[config.mk]
export PLATFORM = sky130hd
export DESIGN_NAME = outport_serializer
export DESIGN_NICKNAME = d
export VERILOG_FILES = /design/src/rtl/io_pkg.sv /design/src/rtl/outport_fifo.sv /design/src/rtl/outport_serializer.sv
export SDC_FILE = /design/constraint.sdc
export NUM_CORES = 1
export LEC_CHECK = 0
export CAP_MARGIN = 0
export CORE_MARGIN = 5
export CORE_UTILIZATION = 55
export DETAILED_ROUTE_END_ITERATION = 16
export GPL_TIMING_DRIVEN = 1
export PLACE_DENSITY = 0.86
export SLEW_MARGIN = 40
export SYNTH_ARGS = -nofsm -noshare
export SYNTH_HDL_FRONTEND = slang
export SYNTH_SLANG_ARGS = --single-unit
export TNS_END_PERCENT = 30
[constraint.sdc]
create_clock -name clock -period 2.5 [get_ports clock]
set_clock_uncertainty 0.1 [all_clocks]
set_input_delay 0.375 -clock clock [delete_from_list [all_inputs] [get_ports clock]]
set_output_delay 0.375 -clock clock [all_outputs]
set_load 0.01 [all_outputs]
[src/rtl/io_pkg.sv]
`default_nettype none
// ============================================================================
//  Module      : io_pkg
//  Description : Shared types and constants for the output-port serializer.
//                Holds the transmit FSM state encoding and the UART framing
//                constants.
//  Revision    : 1.0 - initial release
// ============================================================================
package io_pkg;

    // Transmit FSM state encoding
    typedef enum logic [1:0] {
        IDLE  = 2'd0,
        START = 2'd1,
        DATA  = 2'd2,
        STOP  = 2'd3
    } tx_state_t;

    // UART frame constants
    localparam logic START_BIT            = 1'b0;
    localparam logic STOP_BIT             = 1'b1;
    localparam int   BITS_PER_BYTE        = 8;
    localparam int   DEFAULT_CLKS_PER_BIT = 16;

endpackage : io_pkg
`default_nettype wire

[src/rtl/outport_fifo.sv]
`default_nettype none
// ============================================================================
//  Module      : outport_fifo
//  Description : Synchronous word FIFO with a registered head output and a
//                sticky overflow flag. A push while full is accepted only
//                when a pop happens in the same cycle.
//  Revision    : 1.0 - initial release
// ============================================================================
module outport_fifo #(
    parameter int DATA_WIDTH = 32,
    parameter int FIFO_DEPTH = 4
) (
    input  logic                          clock,
    input  logic                          Reset,
    input  logic                          push,
    input  logic [DATA_WIDTH-1:0]         push_data,
    input  logic                          pop,
    output logic [DATA_WIDTH-1:0]         head,
    output logic                          full,
    output logic                          empty,
    output logic                          overflow,
    output logic [$clog2(FIFO_DEPTH):0]   count
);

    localparam int PTR_W = $clog2(FIFO_DEPTH);
    localparam int CNT_W = PTR_W + 1;

    logic [DATA_WIDTH-1:0] r_mem [FIFO_DEPTH];
    logic [PTR_W-1:0]      r_wr_ptr;
    logic [PTR_W-1:0]      r_rd_ptr;
    logic [CNT_W-1:0]      r_count;
    logic [DATA_WIDTH-1:0] r_head;
    logic                  r_overflow;

    logic                  w_full;
    logic                  w_empty;
    logic                  w_do_pop;
    logic                  w_do_push;
    logic [PTR_W-1:0]      w_rd_ptr_next;
    logic [DATA_WIDTH-1:0] w_head_next;

    assign w_full    = (r_count == CNT_W'(FIFO_DEPTH));
    assign w_empty   = (r_count == '0);
    assign w_do_pop  = pop && !w_empty;
    // A pop in the same cycle frees a slot, so a push while full still lands.
    assign w_do_push = push && (!w_full || w_do_pop);

    assign w_rd_ptr_next = w_do_pop ? (r_rd_ptr + PTR_W'(1)) : r_rd_ptr;
    // The word written this cycle becomes the head when it lands in the slot
    // the read pointer is about to point at (empty, or single word popped).
    assign w_head_next   = (w_do_push && (r_wr_ptr == w_rd_ptr_next)) ?
                           push_data : r_mem[w_rd_ptr_next];

    // Storage array; contents need no reset since count qualifies them.
    always_ff @(posedge clock) begin
        if (w_do_push) begin
            r_mem[r_wr_ptr] <= push_data;
        end
    end

    // Pointers, occupancy, registered head and sticky overflow.
    always_ff @(posedge clock) begin
        if (Reset) begin
            r_wr_ptr   <= '0;
            r_rd_ptr   <= '0;
            r_count    <= '0;
            r_head     <= '0;
            r_overflow <= 1'b0;
        end else begin
            r_rd_ptr <= w_rd_ptr_next;
            r_head   <= w_head_next;
            if (w_do_push) begin
                r_wr_ptr <= r_wr_ptr + PTR_W'(1);
            end
            case ({w_do_push, w_do_pop})
                2'b10:   r_count <= r_count + CNT_W'(1);
                2'b01:   r_count <= r_count - CNT_W'(1);
                default: r_count <= r_count;
            endcase
            if (push && !w_do_push) begin
                r_overflow <= 1'b1;
            end
        end
    end

    assign head     = r_head;
    assign full     = w_full;
    assign empty    = w_empty;
    assign overflow = r_overflow;
    assign count    = r_count;

endmodule : outport_fifo
`default_nettype wire

[src/rtl/outport_serializer.sv]
`default_nettype none
// ============================================================================
//  Module      : outport_serializer
//  Description : Captures words written to the CPU output port into a small
//                FIFO and shifts each one out as UART-framed bytes, least
//                significant byte first, LSB first within each byte.
//  Revision    : 1.0 - initial release
// ============================================================================
module outport_serializer
    import io_pkg::*;
#(
    parameter int DATA_WIDTH   = 32,
    parameter int FIFO_DEPTH   = 4,
    parameter int CLKS_PER_BIT = DEFAULT_CLKS_PER_BIT
) (
    input  logic                          clock,
    input  logic                          Reset,
    input  logic                          OutPortin,
    input  logic [DATA_WIDTH-1:0]         BusMuxOut,
    output logic                          tx,
    output logic                          busy,
    output logic                          full,
    output logic                          overflow,
    output logic [$clog2(FIFO_DEPTH):0]   count
);

    localparam int BYTES  = DATA_WIDTH / BITS_PER_BYTE;
    localparam int BAUD_W = (CLKS_PER_BIT > 1) ? $clog2(CLKS_PER_BIT) : 1;
    localparam int BYTE_W = (BYTES > 1) ? $clog2(BYTES) : 1;

    tx_state_t             r_state;
    logic [BAUD_W-1:0]     r_baud;
    logic [2:0]            r_bit_idx;
    logic [BYTE_W-1:0]     r_byte_idx;
    logic [DATA_WIDTH-1:0] r_shift;
    logic                  r_tx;

    logic [DATA_WIDTH-1:0] w_head;
    logic                  w_empty;
    logic                  w_baud_end;
    logic                  w_last_byte;
    logic                  w_pop;

    assign w_baud_end  = (r_baud == BAUD_W'(CLKS_PER_BIT - 1));
    assign w_last_byte = (r_byte_idx == BYTE_W'(BYTES - 1));
    // A word is taken from the FIFO when idle, or at the end of the final
    // stop bit so the next word follows without an idle gap.
    assign w_pop = !w_empty &&
                   ((r_state == IDLE) ||
                    ((r_state == STOP) && w_baud_end && w_last_byte));

    outport_fifo #(
        .DATA_WIDTH (DATA_WIDTH),
        .FIFO_DEPTH (FIFO_DEPTH)
    ) u_fifo (
        .clock     (clock),
        .Reset     (Reset),
        .push      (OutPortin),
        .push_data (BusMuxOut),
        .pop       (w_pop),
        .head      (w_head),
        .full      (full),
        .empty     (w_empty),
        .overflow  (overflow),
        .count     (count)
    );

    // Frame sequencer: baud timing, bit/byte indexing and registered tx.
    always_ff @(posedge clock) begin
        if (Reset) begin
            r_state    <= IDLE;
            r_baud     <= '0;
            r_bit_idx  <= '0;
            r_byte_idx <= '0;
            r_shift    <= '0;
            r_tx       <= STOP_BIT;
        end else begin
            case (r_state)
                IDLE: begin
                    r_baud <= '0;
                    if (!w_empty) begin
                        r_shift    <= w_head;
                        r_byte_idx <= '0;
                        r_tx       <= START_BIT;
                        r_state    <= START;
                    end else begin
                        r_tx <= STOP_BIT;
                    end
                end
                START: begin
                    if (w_baud_end) begin
                        r_baud    <= '0;
                        r_bit_idx <= '0;
                        r_tx      <= r_shift[0];
                        r_state   <= DATA;
                    end else begin
                        r_baud <= r_baud + BAUD_W'(1);
                    end
                end
                DATA: begin
                    if (w_baud_end) begin
                        // Shifting after every bit leaves the next byte in
                        // the low bits once this byte is finished.
                        r_baud  <= '0;
                        r_shift <= r_shift >> 1;
                        if (r_bit_idx == 3'(BITS_PER_BYTE - 1)) begin
                            r_tx    <= STOP_BIT;
                            r_state <= STOP;
                        end else begin
                            r_bit_idx <= r_bit_idx + 3'd1;
                            r_tx      <= r_shift[1];
                        end
                    end else begin
                        r_baud <= r_baud + BAUD_W'(1);
                    end
                end
                STOP: begin
                    if (w_baud_end) begin
                        r_baud <= '0;
                        if (!w_last_byte) begin
                            r_byte_idx <= r_byte_idx + BYTE_W'(1);
                            r_tx       <= START_BIT;
                            r_state    <= START;
                        end else if (!w_empty) begin
                            r_shift    <= w_head;
                            r_byte_idx <= '0;
                            r_tx       <= START_BIT;
                            r_state    <= START;
                        end else begin
                            r_tx    <= STOP_BIT;
                            r_state <= IDLE;
                        end
                    end else begin
                        r_baud <= r_baud + BAUD_W'(1);
                    end
                end
                default: begin
                    r_baud  <= '0;
                    r_tx    <= STOP_BIT;
                    r_state <= IDLE;
                end
            endcase
        end
    end

    assign tx   = r_tx;
    assign busy = (r_state != IDLE) || !w_empty;

endmodule : outport_serializer
`default_nettype wire

* After elaboration in Yosys (flattened, before gate mapping) *
Memory sizes are Yosys's and may differ from the RTL's. A register that Yosys moved wholly into a read port is not among the register bits.
Index checks and enable logic that the tools add are counted.

storage, ports and cells
  flip-flop bits (word level) = 52
  bits in writable memories = 128
  input port bits = 35
  output and inout bits = 7
  word-level logic and storage cells = 93
  memories = 1

memory list
  name          words  width  read ports  clocked after Yosys merged registers in  write ports  line                source
  u_fifo.r_mem  4      32     1           1                                        1            outport_fifo.sv:28  logic [DATA_WIDTH-1:0] r_mem [FIFO_DEPTH];

cells by class
  $add $sub $neg = 7
  equality and inequality tests = 16
  muxes and demuxes = 34
  reduce and logical (&&, ||, !) cells = 25

operator list
  operator                                             number
  2-to-1 mux 32 bit                                    4
  case mux 32 bit (3 select lines)                     1
  2-to-1 mux 2 bit                                     9
  inequality test 2 bit, second input constant         7
  case mux 3 bit (2 select lines)                      2
  2-to-1 mux 1 bit                                     10
  2-to-1 mux 3 bit                                     3
  equality test 2 bit, second input constant           4
  case mux 2 bit (4 select lines)                      1
  case mux 4 bit (2 select lines)                      1
  AND reduction 4 bit                                  2
  nonzero test 2 bit                                   4
  adder 2 x 1 -> 2 bit, second input constant          3
  adder 3 x 1 -> 3 bit, second input constant          2
  equality test 3 bit, second input constant           2
  logical AND 1 bit                                    6
  AND reduction 5 bit                                  1
  adder 4 x 1 -> 4 bit, second input constant          1
  equality test 2 x 1 -> 1 bit, second input constant  2
  equality test 4 bit, second input constant           1
  2-to-1 mux 4 bit                                     1
  case mux 1 bit (4 select lines)                      1
  case mux 2 bit (2 select lines)                      1
  logical NOT 1 bit                                    3
  other kinds (8)                                      10

* Logic depth before layout (Yosys ltp) *
  word-level depth = 10
  mapped depth = 11

* By module *
A second synthesis with hierarchy kept.

unflattened totals
  cell total of the unflattened synthesis = 807
  area, all modules = 10012.1 um2

modules (own cells, without submodules)
  module              times used  cells an instance  area an instance (um2)  seq. area each (um2)
  outport_fifo        1           582                7712.4                  4644.5
  outport_serializer  1           225                2299.7                  880.8

* Worst setup path after synthesis *
Ideal clock, no wire load.

  kind = flip-flop to flip-flop
  start = register r_baud[0]
  end = memory u_fifo.r_mem[2][0] (enable)
  setup time = 392 ps
  arrival time = 2199 ps
  data required time = 2008 ps
  path slack = -191 ps
  cell stages (with the launch flop) = 7
  path buffers = 1
  period minus slack after synthesis = 2691 ps
  cells stage by stage = dfxtp_1 -> ha_1 -> and3_1 -> buf_2 -> a21oi_1 -> a21oi_1 -> and2_1

on the way
  word-level cells in the longest chain between the ends = 10

RTL lines
  what                                    line                       source
  start: declaration                      outport_serializer.sv:32   logic [BAUD_W-1:0] r_baud;
  start signal: assignment                outport_serializer.sv:97   r_baud <= r_baud + BAUD_W'(1);
  start signal: assignment                outport_serializer.sv:114  r_baud <= r_baud + BAUD_W'(1);
  start signal: assignment                outport_serializer.sv:134  r_baud <= r_baud + BAUD_W'(1);
  equality test 4 bit                     outport_serializer.sv:44   assign w_baud_end = (r_baud == BAUD_W'(CLKS_PER_BIT - 1));
  logical AND 1 bit (2 in series)         outport_serializer.sv:50   ((r_state == STOP) && w_baud_end && w_last_byte));
  logical OR 1 bit                        outport_serializer.sv:49   ((r_state == IDLE) ||
  logical AND 1 bit                       outport_serializer.sv:48   assign w_pop = !w_empty &&
  logical AND 1 bit                       outport_fifo.sv:44         assign w_do_pop = pop && !w_empty;
  logical OR 1 bit                        outport_fifo.sv:46         assign w_do_push = push && (!w_full || w_do_pop);
  logical AND 1 bit                       outport_fifo.sv:46
  2-to-1 mux 1 bit                        outport_fifo.sv:56         if (w_do_push) begin
  2-to-1 mux 1 bit (implied by the code)  outport_fifo.sv:57         r_mem[r_wr_ptr] <= push_data;
  end: declaration                        outport_fifo.sv:28

No other way between the ends.

* Final worst setup path *
  start = register r_baud[0]
  end = register u_fifo.r_head[18] (netlist: u_fifo.head[18]) (read register of u_fifo.r_mem)

on the way
  word-level cells in the longest chain between the ends = 7

RTL lines
  what                             line                      source
  equality test 4 bit              outport_serializer.sv:44
  logical AND 1 bit (2 in series)  outport_serializer.sv:50
  logical OR 1 bit                 outport_serializer.sv:49
  logical AND 1 bit                outport_serializer.sv:48
  logical AND 1 bit                outport_fifo.sv:44
  2-to-1 mux 2 bit                 outport_fifo.sv:48        assign w_rd_ptr_next = w_do_pop ? (r_rd_ptr + PTR_W'(1)) : r_rd_ptr;
  end: declaration                 outport_fifo.sv:32        logic [DATA_WIDTH-1:0] r_head;

No other way between the ends.
A chain may end at the register's enable or synchronous reset.

==> run_results.csv <==
group,metric,value,unit
route,avgRoutedWirePerCell,22.3,microns
logic_synthesis,synthTopCellsByCount,"edfxtp_1 (128), dfxtp_1 (84), mux4_2 (64), nor2_1 (45), mux2i_1 (34)",
clocking,cts_made_buffers,23,
clocking,cts_hold_buffers,0,
floorplanning,start_util,0.559,
critical_path,path_cells,"ha_2 -> a31oi_1 -> nor3_4 -> clkbuf_16 -> buf_4 -> mux4_2 -> mux2_2 -> a22o_1",
critical_path,startpoint,"r_baud[0]$_SDFF_PP0_",
global_routing,grt.overflow.total,0,
critical_path,cp_data_required_time,2.80,ns
route,drc,0,
clocking,htreeDepth,1,
critical_path,critPathMaxStageDelay,0.36,ns
critical_path,worstPathArrival,2.73,ns
route,wl,20.3,mm
critical_path,regToRegEndpoint,"u_fifo.head[18]$_SDFF_PP0_",
critical_path,crit_fanout,13,
logic_synthesis,synth_seq_cells,212,
logic_synthesis,ys_top_cells_by_area,"edfxtp_1 (40%), dfxtp_1 (17%), mux4_2 (15%), mux2_2 (3.7%), a211oi_2 (3.6%)",
clocking,clock_sinks,212,
global_routing,grt_use_total,0.197,
global_routing,grt_pass1_vias,6188,
cells_and_area,fin_nets,718,
logic_synthesis,syn_nets,672,
logic_synthesis,synth_cell_types,55,
critical_path,critical_path_class,"reg -> reg",
place,dp_hpwl,12.0,mm
sta,worstMarginPinSlew,0.531,ns
route,vias_per_cell,6.39,
logic_synthesis,async_flop_share,0,
power,power_leakage,3.71,nW
critical_path,cp.depth,8,
global_routing,grt_max_degree,65,
logic_synthesis,synth-edff-count,128,
sta,finalSetupTns,0,ns
cells_and_area,drive_gt1_frac,0.306,
critical_path,cp_top_family,"multiplexers",
critical_path,r2r_slack,0.07,ns
critical_path,critPathLaunchType,"register",
job,cap_violations,0,
critical_path,r2r-start,"r_baud[0]$_SDFF_PP0_",
floorplanning,core_region_area,17300,sq um
worst_hold_path,min-delay-start,"Reset",
sta,setup_viol,0,
sta,max_freq,411,MHz
sta,hold_viol_final,0,
cells_and_area,final_cells,911,
clocking,cts_buffer_depth,3,
outcome,status,"finished clean",
cells_and_area,postLayoutCoreUtil,0.651,
place,dpl.cell_count,867,
sta,slew_headroom,0.646,
critical_path,r2r_cells,8,
worst_hold_path,hold_class,"in -> reg",
sta,finalCritPeriodShare,0.972,
logic_synthesis,ys_warn_count,0,
place,place.port_buffers,41,
sta,final_max_slew_viol_count,0,
route,drtIter0Drc,454,
floorplanning,die_area,20300,sq um
route,vias,5823,
clocking,root_buffer,"clkbuf_16",
power,p_per_area,1160,nW/um^2
logic_synthesis,syn_avg_cell_area,15.5,sq um
power,ir_drop,0.689,mV
route,final_antenna_net_count,0,
route,drt-pass1-iter-count,6,
place,routabilityCongestion,0.817,
global_routing,grt_pass1_wl,32.1,mm
floorplanning,die_x,143,microns
logic_synthesis,synthFlopType,"edfxtp_1",
floorplanning,ios,42,
logic_synthesis,synth.most_common_cell,"edfxtp_1",
sta,hold_ws,0.243,ns
cells_and_area,fillers,1141,
clocking,cts_tree,"done",
logic_synthesis,syn_inst,623,
worst_hold_path,hold_path_depth,2,
critical_path,end_kind,"register",
floorplanning,fp.dieH,143,microns
critical_path,path_buf_inv,2,
logic_synthesis,synth_top_area_cell,"edfxtp_1",
critical_path,critPathSlowestCell,"dfxtp_1",
clocking,clk_pin_slew,0.06,ns
logic_synthesis,syn_area,9670,sq um
clocking,clock_latency,0.51,ns
global_routing,antenna_found_initial,0,
worst_hold_path,hold_end,"u_fifo.r_rd_ptr[1]$_SDFF_PP0_",
sta,post-route-min-period,2.43,ns
logic_synthesis,ys_seq_area_frac,0.571,
logic_synthesis,synth_top_area_share,0.397,
cells_and_area,area_delta_synth_final,16.4,%
cells_and_area,n_antenna_cell,0,
floorplanning,placementRows,48,
-- layout by cell type (no fill, tap or decap), types with 12 or more instances in the layout --
| cell | instances |
|---|---|
| buf_4 | 16 |
| a211oi_2 | 28 |
| buf_12 | 12 |
| mux2_2 | 32 |
| clkbuf_16 | 24 |
| nor2_1 | 44 |
| clkdlybuf4s50_1 | 39 |
| dfxtp_1 | 82 |
| a21oi_1 | 12 |
| mux4_2 | 64 |
| a22o_1 | 32 |
| mux2i_1 | 34 |
| edfxtp_1 | 128 |
-- worst reg2reg max path, cell delays in order (launching register included) --
cell,delay [ns]
dfxtp_1,0.36
ha_2,0.25
a31oi_1,0.15
nor3_4,0.24
clkbuf_16,0.23
buf_4,0.19
mux4_2,0.33
mux2_2,0.30
a22o_1,0.18
-- state kept, by name, indices dropped and copies added (netlist names) --
register,flops
r_state,2
r_baud,4
u_fifo.r_mem,128
u_fifo.head,32
tx,1
u_fifo.r_rd_ptr,2
u_fifo.r_wr_ptr,2
u_fifo.count,3
r_shift,32
r_bit_idx,3
u_fifo.overflow,1
r_byte_idx,2
-- metal layers --
metal | vias to the layer above | track usage | wire [microns]
li1 | 2561 | - | -
met5 | - | 0 | 0
met1 | 2995 | 0.258 | 8160
met2 | 231 | 0.342 | 10400
met4 | 0 | 0.0600 | 394
met3 | 36 | 0.0316 | 1310
-- how the worst max path moves through the flow --
| stage | end | slack, ns |
|---|---|---|
| after floorplan | u_fifo.r_mem[1][0]$_DFFE_PP_ | -0.19 |
| after global placement | u_fifo.head[2]$_SDFF_PP0_ | 0.17 |
| after detailed placement | u_fifo.count[2]$_SDFFE_PP0P_ | 0.06 |
| after CTS | full | 0.003 |
| after global routing | full | -0.009 |
| final | u_fifo.head[18]$_SDFF_PP0_ | 0.07 |
-- cell families after synthesis --
family | count (synthesis) | share of synthesized area
DFF | 212 | 0.571
xor gates and xnor gates | 8 | 0.00725
adders and majority gates | 14 | 0.0189
muxes | 130 | 0.222
AOI/OAI and AO/OA | 107 | 0.102
and+or+nand+nor | 92 | 0.0474
buffers and inverters | 60 | 0.0320
-- timing repair --
| item | 4_1_cts | 5_1_grt |
|---|---|---|
| endpoints found under the setup margin | 1 | 117 |
| pin swaps | 0 | 1 |
| gates cloned | 0 | 1 |
| resized for setup | 2 | 10 |
| setup buffers | 0 | 1 |
-- metrics by stage --
step / worst slack, ns / total power [mW] / area (sq um)
after floorplan: -0.191 / 8.59 / 9670
after global placement: 0.170 / 9.45 / 10500
after detailed placement: 0.0580 / 9.75 / 10500
after CTS: 0.00271 / 13.0 / 11200
after global routing: -0.00889 / 13.7 / 11300
final: 0.0688 / 13.0 / 11300
-- layout make-up --
class                      count  area, sq um  area share
tap                          225          282      0.0250
multi-input combinational    351         3870       0.344
clock inverter                 7         45.0     0.00400
sequential                   212         5530       0.491
inverter                       8         30.0     0.00267
timing repair buffer          73          823      0.0732
clock buffer                  35          671      0.0596
-- where the power goes --
part / switching [mW] / internal, mW / total, mW
clock: 1.31 / 1.85 / 3.16
combinational: 2.64 / 2.59 / 5.24
sequential: 0.299 / 4.32 / 4.62
Power figures use the tool's default switching activity.
